<file path="src/rtl/temp_entry_ctrl.sv">
// Signed three-digit BCD temperature entry controller: debounced key, digit FSM, live preview, valid/ready output.
// Optional active-digit blink is enabled by defining TEMP_ENTRY_BLINK_EN.
module temp_entry_ctrl #(
  parameter int DEBOUNCE_CYCLES = 500000,
  parameter int BLINK_HALF      = 12500000
) (
  input  logic        clk,
  input  logic        rst,
  input  logic        key_n,
  input  logic [3:0]  sw,
  input  logic        sign_sw,
  output logic [3:0]  digit_0,
  output logic [3:0]  digit_1,
  output logic [3:0]  digit_2,
  output logic [3:0]  digit_3,
  output logic        out_valid,
  input  logic        out_ready,
  output logic [12:0] out_value,
  output logic        err
);

  localparam int            DW      = (DEBOUNCE_CYCLES > 1) ? $clog2(DEBOUNCE_CYCLES) : 1;
  localparam logic [DW-1:0] DB_LAST = DW'(DEBOUNCE_CYCLES - 1);
  localparam logic [3:0]    NIB_OFF = 4'hA;
  localparam logic [3:0]    NIB_NEG = 4'hB;

  typedef enum logic [1:0] {E_TENTHS, E_UNITS, E_TENS, HOLD} state_t;

  state_t        state;
  logic          key_s1, key_s2, key_db, key_db_q, press;
  logic [DW-1:0] db_cnt;
  logic [3:0]    tenths, units, tens;
  logic          sign;
  logic          digit_ok;
  logic          blink_off;
  logic [3:0]    live;

  assign digit_ok = (sw <= 4'd9);

  // The press pulse lags the debounced fall by one cycle, giving DEBOUNCE_CYCLES+3 total latency.
  always_ff @(posedge clk) begin
    if (rst) begin
      key_s1   <= 1'b1;
      key_s2   <= 1'b1;
      key_db   <= 1'b1;
      key_db_q <= 1'b1;
      db_cnt   <= '0;
      press    <= 1'b0;
    end else begin
      key_s1   <= key_n;
      key_s2   <= key_s1;
      key_db_q <= key_db;
      press    <= key_db_q & ~key_db;
      if (key_s2 == key_db) begin
        db_cnt <= '0;
      end else if (db_cnt == DB_LAST) begin
        key_db <= key_s2;
        db_cnt <= '0;
      end else begin
        db_cnt <= db_cnt + 1'b1;
      end
    end
  end

  always_ff @(posedge clk) begin
    if (rst) begin
      state     <= E_TENTHS;
      tenths    <= '0;
      units     <= '0;
      tens      <= '0;
      sign      <= 1'b0;
      out_valid <= 1'b0;
      out_value <= '0;
      err       <= 1'b0;
    end else begin
      err <= 1'b0;
      case (state)
        E_TENTHS: if (press) begin
          if (digit_ok) begin
            tenths <= sw;
            state  <= E_UNITS;
          end else begin
            err <= 1'b1;
          end
        end
        E_UNITS: if (press) begin
          if (digit_ok) begin
            units <= sw;
            state <= E_TENS;
          end else begin
            err <= 1'b1;
          end
        end
        E_TENS: if (press) begin
          if (digit_ok) begin
            tens      <= sw;
            sign      <= sign_sw;
            state     <= HOLD;
            out_valid <= 1'b1;
            out_value <= {sign_sw, sw, units, tenths};
          end else begin
            err <= 1'b1;
          end
        end
        HOLD: if (out_valid && out_ready) begin
          state     <= E_TENTHS;
          tenths    <= '0;
          units     <= '0;
          tens      <= '0;
          sign      <= 1'b0;
          out_valid <= 1'b0;
          out_value <= '0;
        end
        default: state <= E_TENTHS;
      endcase
    end
  end

`ifdef TEMP_ENTRY_BLINK_EN
  localparam int            BW         = (BLINK_HALF > 1) ? $clog2(BLINK_HALF) : 1;
  localparam logic [BW-1:0] BLINK_LAST = BW'(BLINK_HALF - 1);

  logic [BW-1:0] blink_cnt;

  always_ff @(posedge clk) begin
    if (rst) begin
      blink_cnt <= '0;
      blink_off <= 1'b0;
    end else if (blink_cnt == BLINK_LAST) begin
      blink_cnt <= '0;
      blink_off <= ~blink_off;
    end else begin
      blink_cnt <= blink_cnt + 1'b1;
    end
  end
`else
  // Without blinking the phase stays "on"; BLINK_HALF is legal only when >= 1.
  assign blink_off = (BLINK_HALF < 1);
`endif

  assign live = (digit_ok && !blink_off) ? sw : NIB_OFF;

  always_comb begin
    digit_0 = tenths;
    digit_1 = units;
    digit_2 = tens;
    digit_3 = sign ? NIB_NEG : NIB_OFF;
    case (state)
      E_TENTHS: begin
        digit_0 = live;
        digit_1 = NIB_OFF;
        digit_2 = NIB_OFF;
        digit_3 = NIB_OFF;
      end
      E_UNITS: begin
        digit_1 = live;
        digit_2 = NIB_OFF;
        digit_3 = NIB_OFF;
      end
      E_TENS: begin
        digit_2 = live;
        digit_3 = sign_sw ? NIB_NEG : NIB_OFF;
      end
      default: ;
    endcase
  end

endmodule

</file>
<file path="config.mk">
export PLATFORM = sky130hd
export DESIGN_NAME = temp_entry_ctrl
export DESIGN_NICKNAME = d
export VERILOG_FILES = /design/src/rtl/temp_entry_ctrl.sv
export SDC_FILE = /design/constraint.sdc
export NUM_CORES = 1
export LEC_CHECK = 0
export ABC_AREA = 0
export BUFFER_PORTS_ARGS = -buffer_cell sky130_fd_sc_hd__buf_2
export CAP_MARGIN = 20
export CORE_ASPECT_RATIO = 1.2
export CORE_UTILIZATION = 31
export DETAILED_ROUTE_END_ITERATION = 8
export PLACE_DENSITY = 0.51
export SLEW_MARGIN = 20
export SYNTH_ARGS = -nofsm -noshare
export SYNTH_HDL_FRONTEND = slang
export SYNTH_SLANG_ARGS = --single-unit
export TNS_END_PERCENT = 30
</file>
<file path="constraint.sdc">
create_clock -name clk -period 2.7 [get_ports clk]
set_input_delay 0.27 -clock clk [delete_from_list [all_inputs] [get_ports clk]]
set_output_delay 0.27 -clock clk [all_outputs]
set_load 0.05 [all_outputs]
</file>
==> metrics, run 1 <==
peak supply drop 0.386 mV; antenna fix cells 0; IO Pins 40; Synth Cell Area 2320 µm²; width of the chip 80.9 µm; 1st-iter DRT viols 102; FF+latch area 981 µm²; H-tree depth 2; post-layout net count 323; post-CTS sizing 0; top-area cell type share of the netlist area 42.3%; required time worst endpoint 2.43 ns; WHS Path Cells 2; critical path arrival 2.03 ns; Setup TNS 0 ns; placement row count 34; gpl congestion 0.725; Tot GR Track Use 13.9%; Max Slew Vio Count 0; CTS Sinks 49; clk_skew 0.00687 ns; crit-path max FO 20; first-pass GRT wire length 8570 µm; status complete, no violations; fin crit share 85.0%; commonest non-fill, non-tap cell in the layout dfxtp_1; Crit Path Category register to output pin; static leakage 0.941 nW; Port Buffers 36; Clk pin slew, worst setup/hold paths 0.08 ns; pwr dens 630 nW/µm²; clk buf depth 2; Max Cap Viol 0; Via density 5.00; Yosys reg bits 49; total CTS buffers 5; commonest cells after routing, fill and taps aside dfxtp_1, buf_2, nand2_1, nor2_1, a21oi_1; Clock Tree Root clkbuf_8; R2R depth 5; Avg Inst Size Synth 8.34 µm²; WL/cell 13.0 µm; Max-slew headroom 52.4%; Gate Count Post-Synth 278; hpwl dp 3730 µm; vias in the first global route 1814; CTS tree yes; total power 1.66 mW; Min-Delay Path Class primary input to register; Initial Util 32.0%; register area share after synthesis 42.3%; CP Capture Type output pin; leading area contributor after synthesis dfxtp_1; Worst-Margin Slew 0.709 ns; hold path startpoint key_n; Startpoint Class register; r2r startpoint db_cnt[0]; CTS Hold Bufs 0; Die Span Y 96.7 µm; Final Hold Vio Count 0; max frequency 0.436 GHz; Core ar. 7230 µm²; Final Setup Violations 0; largest net degree at the start of global routing 21; area of the multi-input gates 1190 µm²; drt pass-1 iters 4; initial antenna violation count 0; ranking of synthesized cells by area dfxtp_1, a21oi_1, nand2_1, o21ai_0, nor2_1; Routed WL 5170 µm; Die ar. 7830 µm²; Worst Setup SP state[0]; fraction of layout instances using a drive strength above 1 18.2%; Fillers 787; RSZ-0062 raised after global routing false; vias post-DR 1985; post-synth cell types 44; drt drc 0; Ys Warns 0; asr flop ratio synth 0%; Worst-Skew Late Latency 0.30 ns; setup bufs post-CTS 0; Area Overhead vs Synth 13.4%; prevailing post-synth register cell dfxtp_1; ANT nets after route 0; Period minus WS final 2.30 ns; EDFF count, synth 0; Congestion Overflow GR 0
stage by stage:
| stage | cells | worst slack, ns | area [µm²] | util (%) | hold slack (ns) |
|---|---|---|---|---|---|
| floorplan | 279 | 0.201 | 2320 | - | 0.374 |
| global placement | 391 | 0.663 | 2550 | 35.3 | 0.399 |
| detailed placement | 391 | 0.618 | 2550 | 35.3 | 0.401 |
| CTS | 397 | 0.417 | 2630 | 36.3 | 0.142 |
| global route | 397 | 0.282 | 2630 | 36.3 | 0.137 |
| finish | 397 | 0.404 | 2630 | 36.3 | 0.153 |
report_power, final:
group / switching (mW) / internal [mW]
combinational: 0.386 / 0.121
sequential: 0.0113 / 0.731
clock: 0.234 / 0.171
total: 0.632 / 1.02
cells by family (layout without fill, tap and decap cells):
logic type | after synthesis | after routing | synth area share [%]
simple gates | 98 | 98 | 21.3
compound gates | 77 | 77 | 21.9
flops | 49 | 49 | 42.3
buf+inv | 34 | 62 | 6.32
xor+xnor | 12 | 12 | 4.54
fa+ha+maj | 6 | 6 | 3.24
other cells | 2 | 3 | 0.324
path summary, 6_finish.rpt:
path | end | slack, ns
worst max-delay path | digit_2[3] | 0.40
worst min register to register | press | 0.41
worst min-delay path | key_s1 | 0.15
worst max register to register | db_cnt[16] | 0.66
cell type report:
class / instances / share of cell area, %
Multi-Input combinational cell: 196 / 45.4
Timing Repair Buffer: 39 / 7.71
Clock buffer: 5 / 2.62
Clock inverter: 1 / 0.190
Inverter: 17 / 2.43
Tap cell: 90 / 4.29
Sequential cell: 49 / 37.3
synthesized netlist by cell type (5+ instances only):
cell and count:
a22o_1 10, ha_1 6, o21ai_0 19, dfxtp_1 49, clkbuf_1 8, nor2_1 24, o32ai_1 5, xnor2_1 8
nand3_1 16, a21oi_1 21, inv_1 17, o31ai_1 5, nand2_1 26
critical path: stages, from the launching register on:
cell and delay, ns:
dfxtp_1 0.42, inv_1 0.08, ha_1 0.44, a2111oi_0 0.48, a21oi_1 0.08, buf_2 0.23
registers in the layout, summed over array words and instances, names as in the netlist:
name and count:
db_cnt 19, out_value 12, tenths 4, units 4, state 2, err 1, key_db 1, key_db_q 1
key_s1 1, key_s2 1, out_valid 1, press 1, sign 1
routing by layer:
| metal | up-vias | share of wire (%) | GRT usage [%] |
|---|---|---|---|
| li1 | 1029 | - | - |
| met3 | 5 | 3.9 | 3.11 |
| met4 | 0 | 0.91 | 4.53 |
| met2 | 40 | 47 | 22.4 |
| met1 | 911 | 49 | 17.9 |
| met5 | - | 0 | 0 |
Power figures use the tool's default switching activity.
==> inputs of run 2 (changes only) <==
--- a/config.mk
+++ b/config.mk
@@ -12,6 +12,7 @@
 export CORE_UTILIZATION = 31
 export DETAILED_ROUTE_END_ITERATION = 8
 export PLACE_DENSITY = 0.51
+export REMOVE_ABC_BUFFERS = 1
 export SLEW_MARGIN = 20
 export SYNTH_ARGS = -nofsm -noshare
 export SYNTH_HDL_FRONTEND = slang
==> run 2 against run 1 <==
  * Clock-buffer cell count rose by 1
  * Worst hold slack worse by 0.0016 ns
  * Register-to-register slack better by 0.03 ns
  * Power increased by 2.3%
  * Via count grew 3.2%
  * Global-route usage increased by 0.58 points
  * Core utilization grew 0.29 points
  * Sequential cell count stayed put
  * Routed wire length up 5.6%
  * Critical path type unchanged
  * Critical endpoint unchanged
==> metrics, run 2 (synthesis gave the netlist of run 1 again) <==
Initial Util 32.0% (unchanged); gpl congestion 0.801 (+10%); Max-slew headroom 54.4% (+2.0 points); max reg flops 19 (unchanged); Fillers 772 (-1.9%); Endpoint, Worst Hold key_s1; total power 1.69 mW (+2.3%); IO Pins 40 (unchanged); CTS Sinks 49 (unchanged); FF+latch area 981 µm² (unchanged); Congestion Overflow GR 0 (unchanged); Clk pwr share 26.0% (+1.5 points); Net Sw Frac 38.8% (+0.62 points); DP Cell Count 392 (+0.26%); required time worst endpoint 2.43 ns (about the same); 1st-iter DRT viols 57 (-44%); vias post-DR 2048 (+3.2%); fraction of layout instances using a drive strength above 1 18.7% (+0.47 points); hpwl dp 3880 µm (+3.8%); CP Capture Type output pin; Via density 5.12 (+2.4%); Slowest cell on crit path ha_1; Final Hold Vio Count 0 (unchanged); CTS tree yes; CP Cell Sequence inv_1 > ha_1 > a2111oi_0 > a21oi_1 > buf_2; Worst-Margin Slew 0.684 ns (-0.0242 ns); Crit Path Category register to output pin; hold path startpoint key_n; vias in the first global route 1827 (+0.72%); Setup TNS 0 ns (unchanged); reg-to-reg endpoint state[0]; Die ar. 7830 µm² (unchanged); area of the multi-input gates 1190 µm² (unchanged); RSZ-0062 raised after global routing false; drt pass-1 iters 4 (unchanged); Min-Delay Path Class primary input to register; critical path's top delay family compound AO/OA/AOI/OAI gates; largest net degree at the start of global routing 22 (+4.8%); Final Cell Area 2650 µm² (+0.81%); static leakage 0.943 nW (+0.19%); H-tree depth 2 (unchanged); first-pass GRT wire length 8750 µm (+2.1%); r2r startpoint state[0]; R2R Setup Slk 0.69 ns (+0.03 ns); peak supply drop 0.276 mV (-29%); width of the chip 80.9 µm (unchanged); Final Setup Violations 0 (unchanged); Pint 1.04 mW (+1.3%); Clock Tree Root clkbuf_8; Die Span Y 96.7 µm (unchanged); commonest cells after routing, fill and taps aside dfxtp_1, buf_2, nand2_1, nor2_1, a21oi_1; Finished Layout Cells 400 (+0.76%); Regs by FF count db_cnt x19, out_value x12; post-layout net count 324 (+0.31%); Port Buffers 36 (unchanged); Comb power frac 30.1% (-0.5 points); clk buf depth 2 (unchanged); Worst Path Buf+Inv 2 (unchanged); Routed WL 5460 µm (+5.6%); Max Slew Vio Count 0 (unchanged); CTS Hold Bufs 0 (unchanged); Core ar. 7230 µm² (unchanged); commonest non-fill, non-tap cell in the layout dfxtp_1; max frequency 0.442 GHz (+1.6%); critical path arrival 1.99 ns (-0.04 ns); initial antenna violation count 0 (unchanged); CP peak stage delay 0.44 ns (-0.04 ns); Clk pin slew, worst setup/hold paths 0.09 ns (about the same); WL/cell 13.6 µm (+4.8%); Tot GR Track Use 14.4% (+0.58 points); Period minus WS final 2.26 ns (-0.0354 ns); Startpoint Class register; WHS Path Cells 2 (unchanged); clk_skew 0.0108 ns (+0.00394 ns); ANT nets after route 0 (unchanged); Max Cap Viol 0 (unchanged); placement row count 34 (unchanged); antenna fix cells 0 (unchanged); post-CTS sizing 0 (unchanged); setup bufs post-CTS 0 (unchanged); final core utilization 36.6% (+0.29 points); R2R depth 5 (unchanged); Sw Pwr 0.657 mW (+4.0%); pwr dens 640 nW/µm² (+1.5%); Area Overhead vs Synth 14.3%; drt drc 0 (unchanged); status complete, no violations; crit-path max FO 20 (unchanged); Worst-Skew Late Latency 0.31 ns (about the same); Sequential Power Share 43.9% (-1.0 points); total CTS buffers 5 (unchanged); Post-DP Area 2560 µm² (+0.29%); fin crit share 83.7% (-1.3 points); Top reg by flops db_cnt
run 2: cell count changes in the layout (fill, tap and decap cells not counted), sizes merged:
cell | previous run | this run
clkinvlp | 0 | 2
buf | 39 | 40
clkbuf | 5 | 6
clkinv | 1 | 0
run 2: final cells by class:
class	count	share of cell area, %
multi-input cells	196	45.1
flip-flops and latches	49	37.0
repair buffers	40	7.94
well taps	90	4.25
clock buffers	6	2.74
inverters	17	2.41
clock inverters	2	0.567
run 2: routing by layer:
metal	wire length (µm)	global-route usage [%]	share of wire [%]
met5	0	0	0
met4	123	5.77	2.3
met3	235	3.49	4.3
met2	2630	23.8	48
met1	2460	17.7	45
run 2: worst max path at each step:
stage	endpoint	slack (ns)	start	cells after the start
final	digit_2[3]	0.44	state[0]	5
after global routing	digit_2[3]	0.23	state[0]	5
after CTS	digit_2[1]	0.43	state[0]	5
after detailed placement	db_cnt[16]	0.71	db_cnt[0]	5
after global placement	state[0]	0.76	state[0]	5
after floorplan	digit_1[0]	0.37	state[0]	4
run 2: power by group through the flow:
stage / clock (mW) / sequential, mW / combinational [mW]
finish: 0.440 / 0.743 / 0.511
global placement: 0 / 0.759 / 0.505
CTS: 0.460 / 0.743 / 0.512
floorplan: 0 / 0.757 / 0.388
detailed placement: 0 / 0.760 / 0.512
global route: 0.492 / 0.745 / 0.552
run 2: stage by stage:
stage	worst slack, ns	hold slack [ns]
CTS	0.432	0.146
floorplan	0.366	0.339
global placement	0.759	0.395
global route	0.228	0.144
detailed placement	0.708	0.400
finish	0.440	0.151
==> inputs of run 3 (changes only) <==
--- a/config.mk
+++ b/config.mk
@@ -5,7 +5,7 @@
 export SDC_FILE = /design/constraint.sdc
 export NUM_CORES = 1
 export LEC_CHECK = 0
-export ABC_AREA = 0
+export ABC_AREA = 1
 export BUFFER_PORTS_ARGS = -buffer_cell sky130_fd_sc_hd__buf_2
 export CAP_MARGIN = 20
 export CORE_ASPECT_RATIO = 1.2
==> constraint.sdc (replaced) <==
create_clock -name clk -period 2.3 [get_ports clk]
set_input_delay 0.23 -clock clk [delete_from_list [all_inputs] [get_ports clk]]
set_output_delay 0.23 -clock clk [all_outputs]
set_load 0.05 [all_outputs]
==> run 3 against run 2 <==
  * Sequential share of layout area is 1.0 points lower
  * Combinational power increased by 61%
  * Global-route usage rose by 0.23 points
  * First-iteration DRC count increased by 28%
  * Via count grew 6.1%
  * Synthesized cell count increased by 24%
  * Setup slack worse by 0.22 ns
  * Highest routed layer unchanged
  * Sequential power rose by 35%
  * Largest power group unchanged
  * Register-to-register slack got worse by 0.18 ns
  * Sequential cell count is the same
  * Die area increased by 3.3%
  * Critical endpoint is now digit_3[0]
==> metrics, run 3 <==
Period minus WS final 2.08 ns; first-pass GRT wire length 8980 µm (+2.7%); peak supply drop 0.410 mV (+49%); post-CTS sizing 0 (unchanged); Max Slew Vio Count 0 (unchanged); Hold Slack 0.107 ns (-0.0443 ns); asr flop ratio synth 0% (unchanged); IO Pins 40 (unchanged); Ys Warns 0 (unchanged); Crit Path Category register to output pin; total power 2.33 mW (+38%); Startpoint Class register; Avg Inst Size Synth 6.95 µm² (-17%); Max Cap Viol 0 (unchanged); Post-synth top cells nand2_1, nor2_1, dfxtp_1; Synth Cell Area 2400 µm² (+3.4%); Die Span Y 98.3 µm (+1.6%); drt drc 0 (unchanged); status complete, no violations; max frequency 0.480 GHz; width of the chip 82.3 µm (+1.6%); post-layout net count 395 (+22%); commonest cells after routing, fill and taps aside nand2_1, nor2_1, dfxtp_1, buf_2, inv_1; required time worst endpoint 2.07 ns (-0.36 ns); antenna fix cells 0 (unchanged); prevailing post-synth register cell dfxtp_1; Sw Pwr 0.991 mW (+51%); post-synth cell types 33 (-25%); Sequential Power Share 43.0% (-0.9 points); CTS Hold Bufs 0 (unchanged); top-area cell type share of the netlist area 40.9% (-1.4 points); clk_skew 0.00970 ns (-0.00112 ns); Fillers 830 (+7.5%); Clk pin slew, worst setup/hold paths 0.09 ns (about the same); setup bufs post-CTS 0 (unchanged); 1st-iter DRT viols 73 (+28%); vias post-DR 2173 (+6.1%); vias in the first global route 1964 (+7.5%); Core ar. 7360 µm² (+1.8%); fraction of layout instances using a drive strength above 1 15.0% (-3.7 points); commonest non-fill, non-tap cell in the layout nand2_1; H-tree depth 2 (unchanged); Regs by FF count db_cnt x19, out_value x12; Clock Tree Root clkbuf_8; ANT nets after route 0 (unchanged); CP Capture Type output pin; crit-path max FO 11 (-45%); Comb power frac 35.3% (+5.2 points); Setup TNS 0 ns (unchanged); Tot GR Track Use 14.7% (+0.23 points); placement row count 34 (unchanged); Top reg by flops db_cnt; Die ar. 8090 µm² (+3.3%); largest net degree at the start of global routing 25 (+14%); hpwl dp 4300 µm (+11%); Final Hold Vio Count 0 (unchanged); Worst-Skew Late Latency 0.31 ns (about the same); drt pass-1 iters 4 (unchanged); pwr dens 856 nW/µm² (+34%); Routed WL 5570 µm (+2.0%); Gate Count Post-Synth 345 (+24%); Area Overhead vs Synth 13.6%; Net Sw Frac 42.5% (+3.8 points); initial antenna violation count 0 (unchanged); Min-Delay Path Class primary input to register; EDFF count, synth 0 (unchanged); total CTS buffers 5 (unchanged); Yosys reg bits 49 (unchanged); count leader, synth nand2_1; gpl congestion 0.853 (+6.5%); RSZ-0062 raised after global routing false; Port Buffers 36 (unchanged); critical path arrival 1.85 ns (-0.14 ns); Clk pwr share 21.7% (-4.3 points); CTS tree yes; Congestion Overflow GR 0 (unchanged); ranking of synthesized cells by area dfxtp_1, nand2_1, nor2_1, nand3_1, a21oi_1; CTS Sinks 49 (unchanged); static leakage 1.05 nW (+11%); Final Setup Violations 0 (unchanged); Pint 1.34 mW (+29%); max reg flops 19 (unchanged); WL/cell 11.8 µm (-13%); Post-Place Worst Slack 0.508 ns (-0.200 ns); register area share after synthesis 40.9% (-1.4 points); Via density 4.61 (-9.9%); clk buf depth 2 (unchanged); fin crit share 90.6%; Initial Util 32.6% (+0.52 points); leading area contributor after synthesis dfxtp_1; Setup WS post-layout 0.215 ns (-0.224 ns)
[run 3: changes by cell type in the layout (fill, tap and decap cells not counted), moves of 4 or more]
cell,before,now
o32ai_1,5,0
o31ai_1,5,0
a22o_1,10,1
inv_1,17,33
nand2b_1,4,0
nor2_1,24,54
or3_1,4,0
xnor2_1,8,3
o21ai_0,19,11
nand2_1,26,88
a21oi_1,21,26
or4_1,4,0
nand3_1,16,28
[run 3: layout make-up]
type	instances	area, µm²	share of cell area, %
Tap cell	90	113	4.14
Inverter	35	131	4.83
Clock inverter	2	15.0	0.551
Clock buffer	6	72.6	2.67
Timing Repair Buffer	37	188	6.89
Sequential cell	49	981	36.0
Multi-Input combinational cell	252	1220	44.9
[run 3: per-stage QoR]
| stage | instance area, µm² | utilization (%) | instances |
|---|---|---|---|
| after detailed placement | 2640 | 35.8 | 463 |
| after CTS | 2720 | 37.0 | 471 |
| after global placement | 2640 | 35.8 | 463 |
| after floorplan | 2330 | - | 336 |
| after global routing | 2720 | 37.0 | 471 |
| final | 2720 | 37.0 | 471 |
[run 3: logic make-up after synthesis]
family,count (synthesis),synth area share [%]
AOI/OAI and AO/OA,46,10.8
xor gates and xnor gates,10,3.66
adders and majority gates,6,3.13
buffers and inverters,45,8.20
DFF,49,40.9
other,2,0.313
and+or+nand+nor,187,33.0
[run 3: metal layers]
layer | wire, µm | GRT usage, % | vias up
li1 | - | - | 1157
met1 | 2370 | 16.0 | 959
met2 | 2780 | 25.9 | 45
met3 | 229 | 2.90 | 12
met4 | 188 | 7.69 | 0
met5 | 0 | 0 | -
[run 3: worst paths after layout]
| kind | from | to | slack [ns] | depth (start not counted) |
|---|---|---|---|---|
| worst max-delay path | state[0] | digit_3[0] | 0.22 | 6 |
| worst min-delay path | key_n | key_s1 | 0.11 | 2 |
| worst max register to register | state[0] | state[0] | 0.51 | 8 |
| worst min register to register | key_s1 | key_s2 | 0.41 | 1 |
[run 3: power groups by stage]
stage / clock (mW) / combinational, mW / sequential [mW]
2_1_floorplan: 0 / 0.596 / 1.05
3_3_place_gp: 0 / 0.826 / 1.02
3_5_place_dp: 0 / 0.827 / 1.02
6_report: 0.507 / 0.821 / 1.00
5_1_grt: 0.562 / 0.911 / 1.01
4_1_cts: 0.537 / 0.829 / 1.00
[run 3: critical path: stages, from the launching register on]
cell,delay [ns]
dfxtp_1,0.36
inv_1,0.09
ha_1,0.24
nand2_1,0.15
inv_1,0.28
a22o_1,0.17
buf_2,0.25
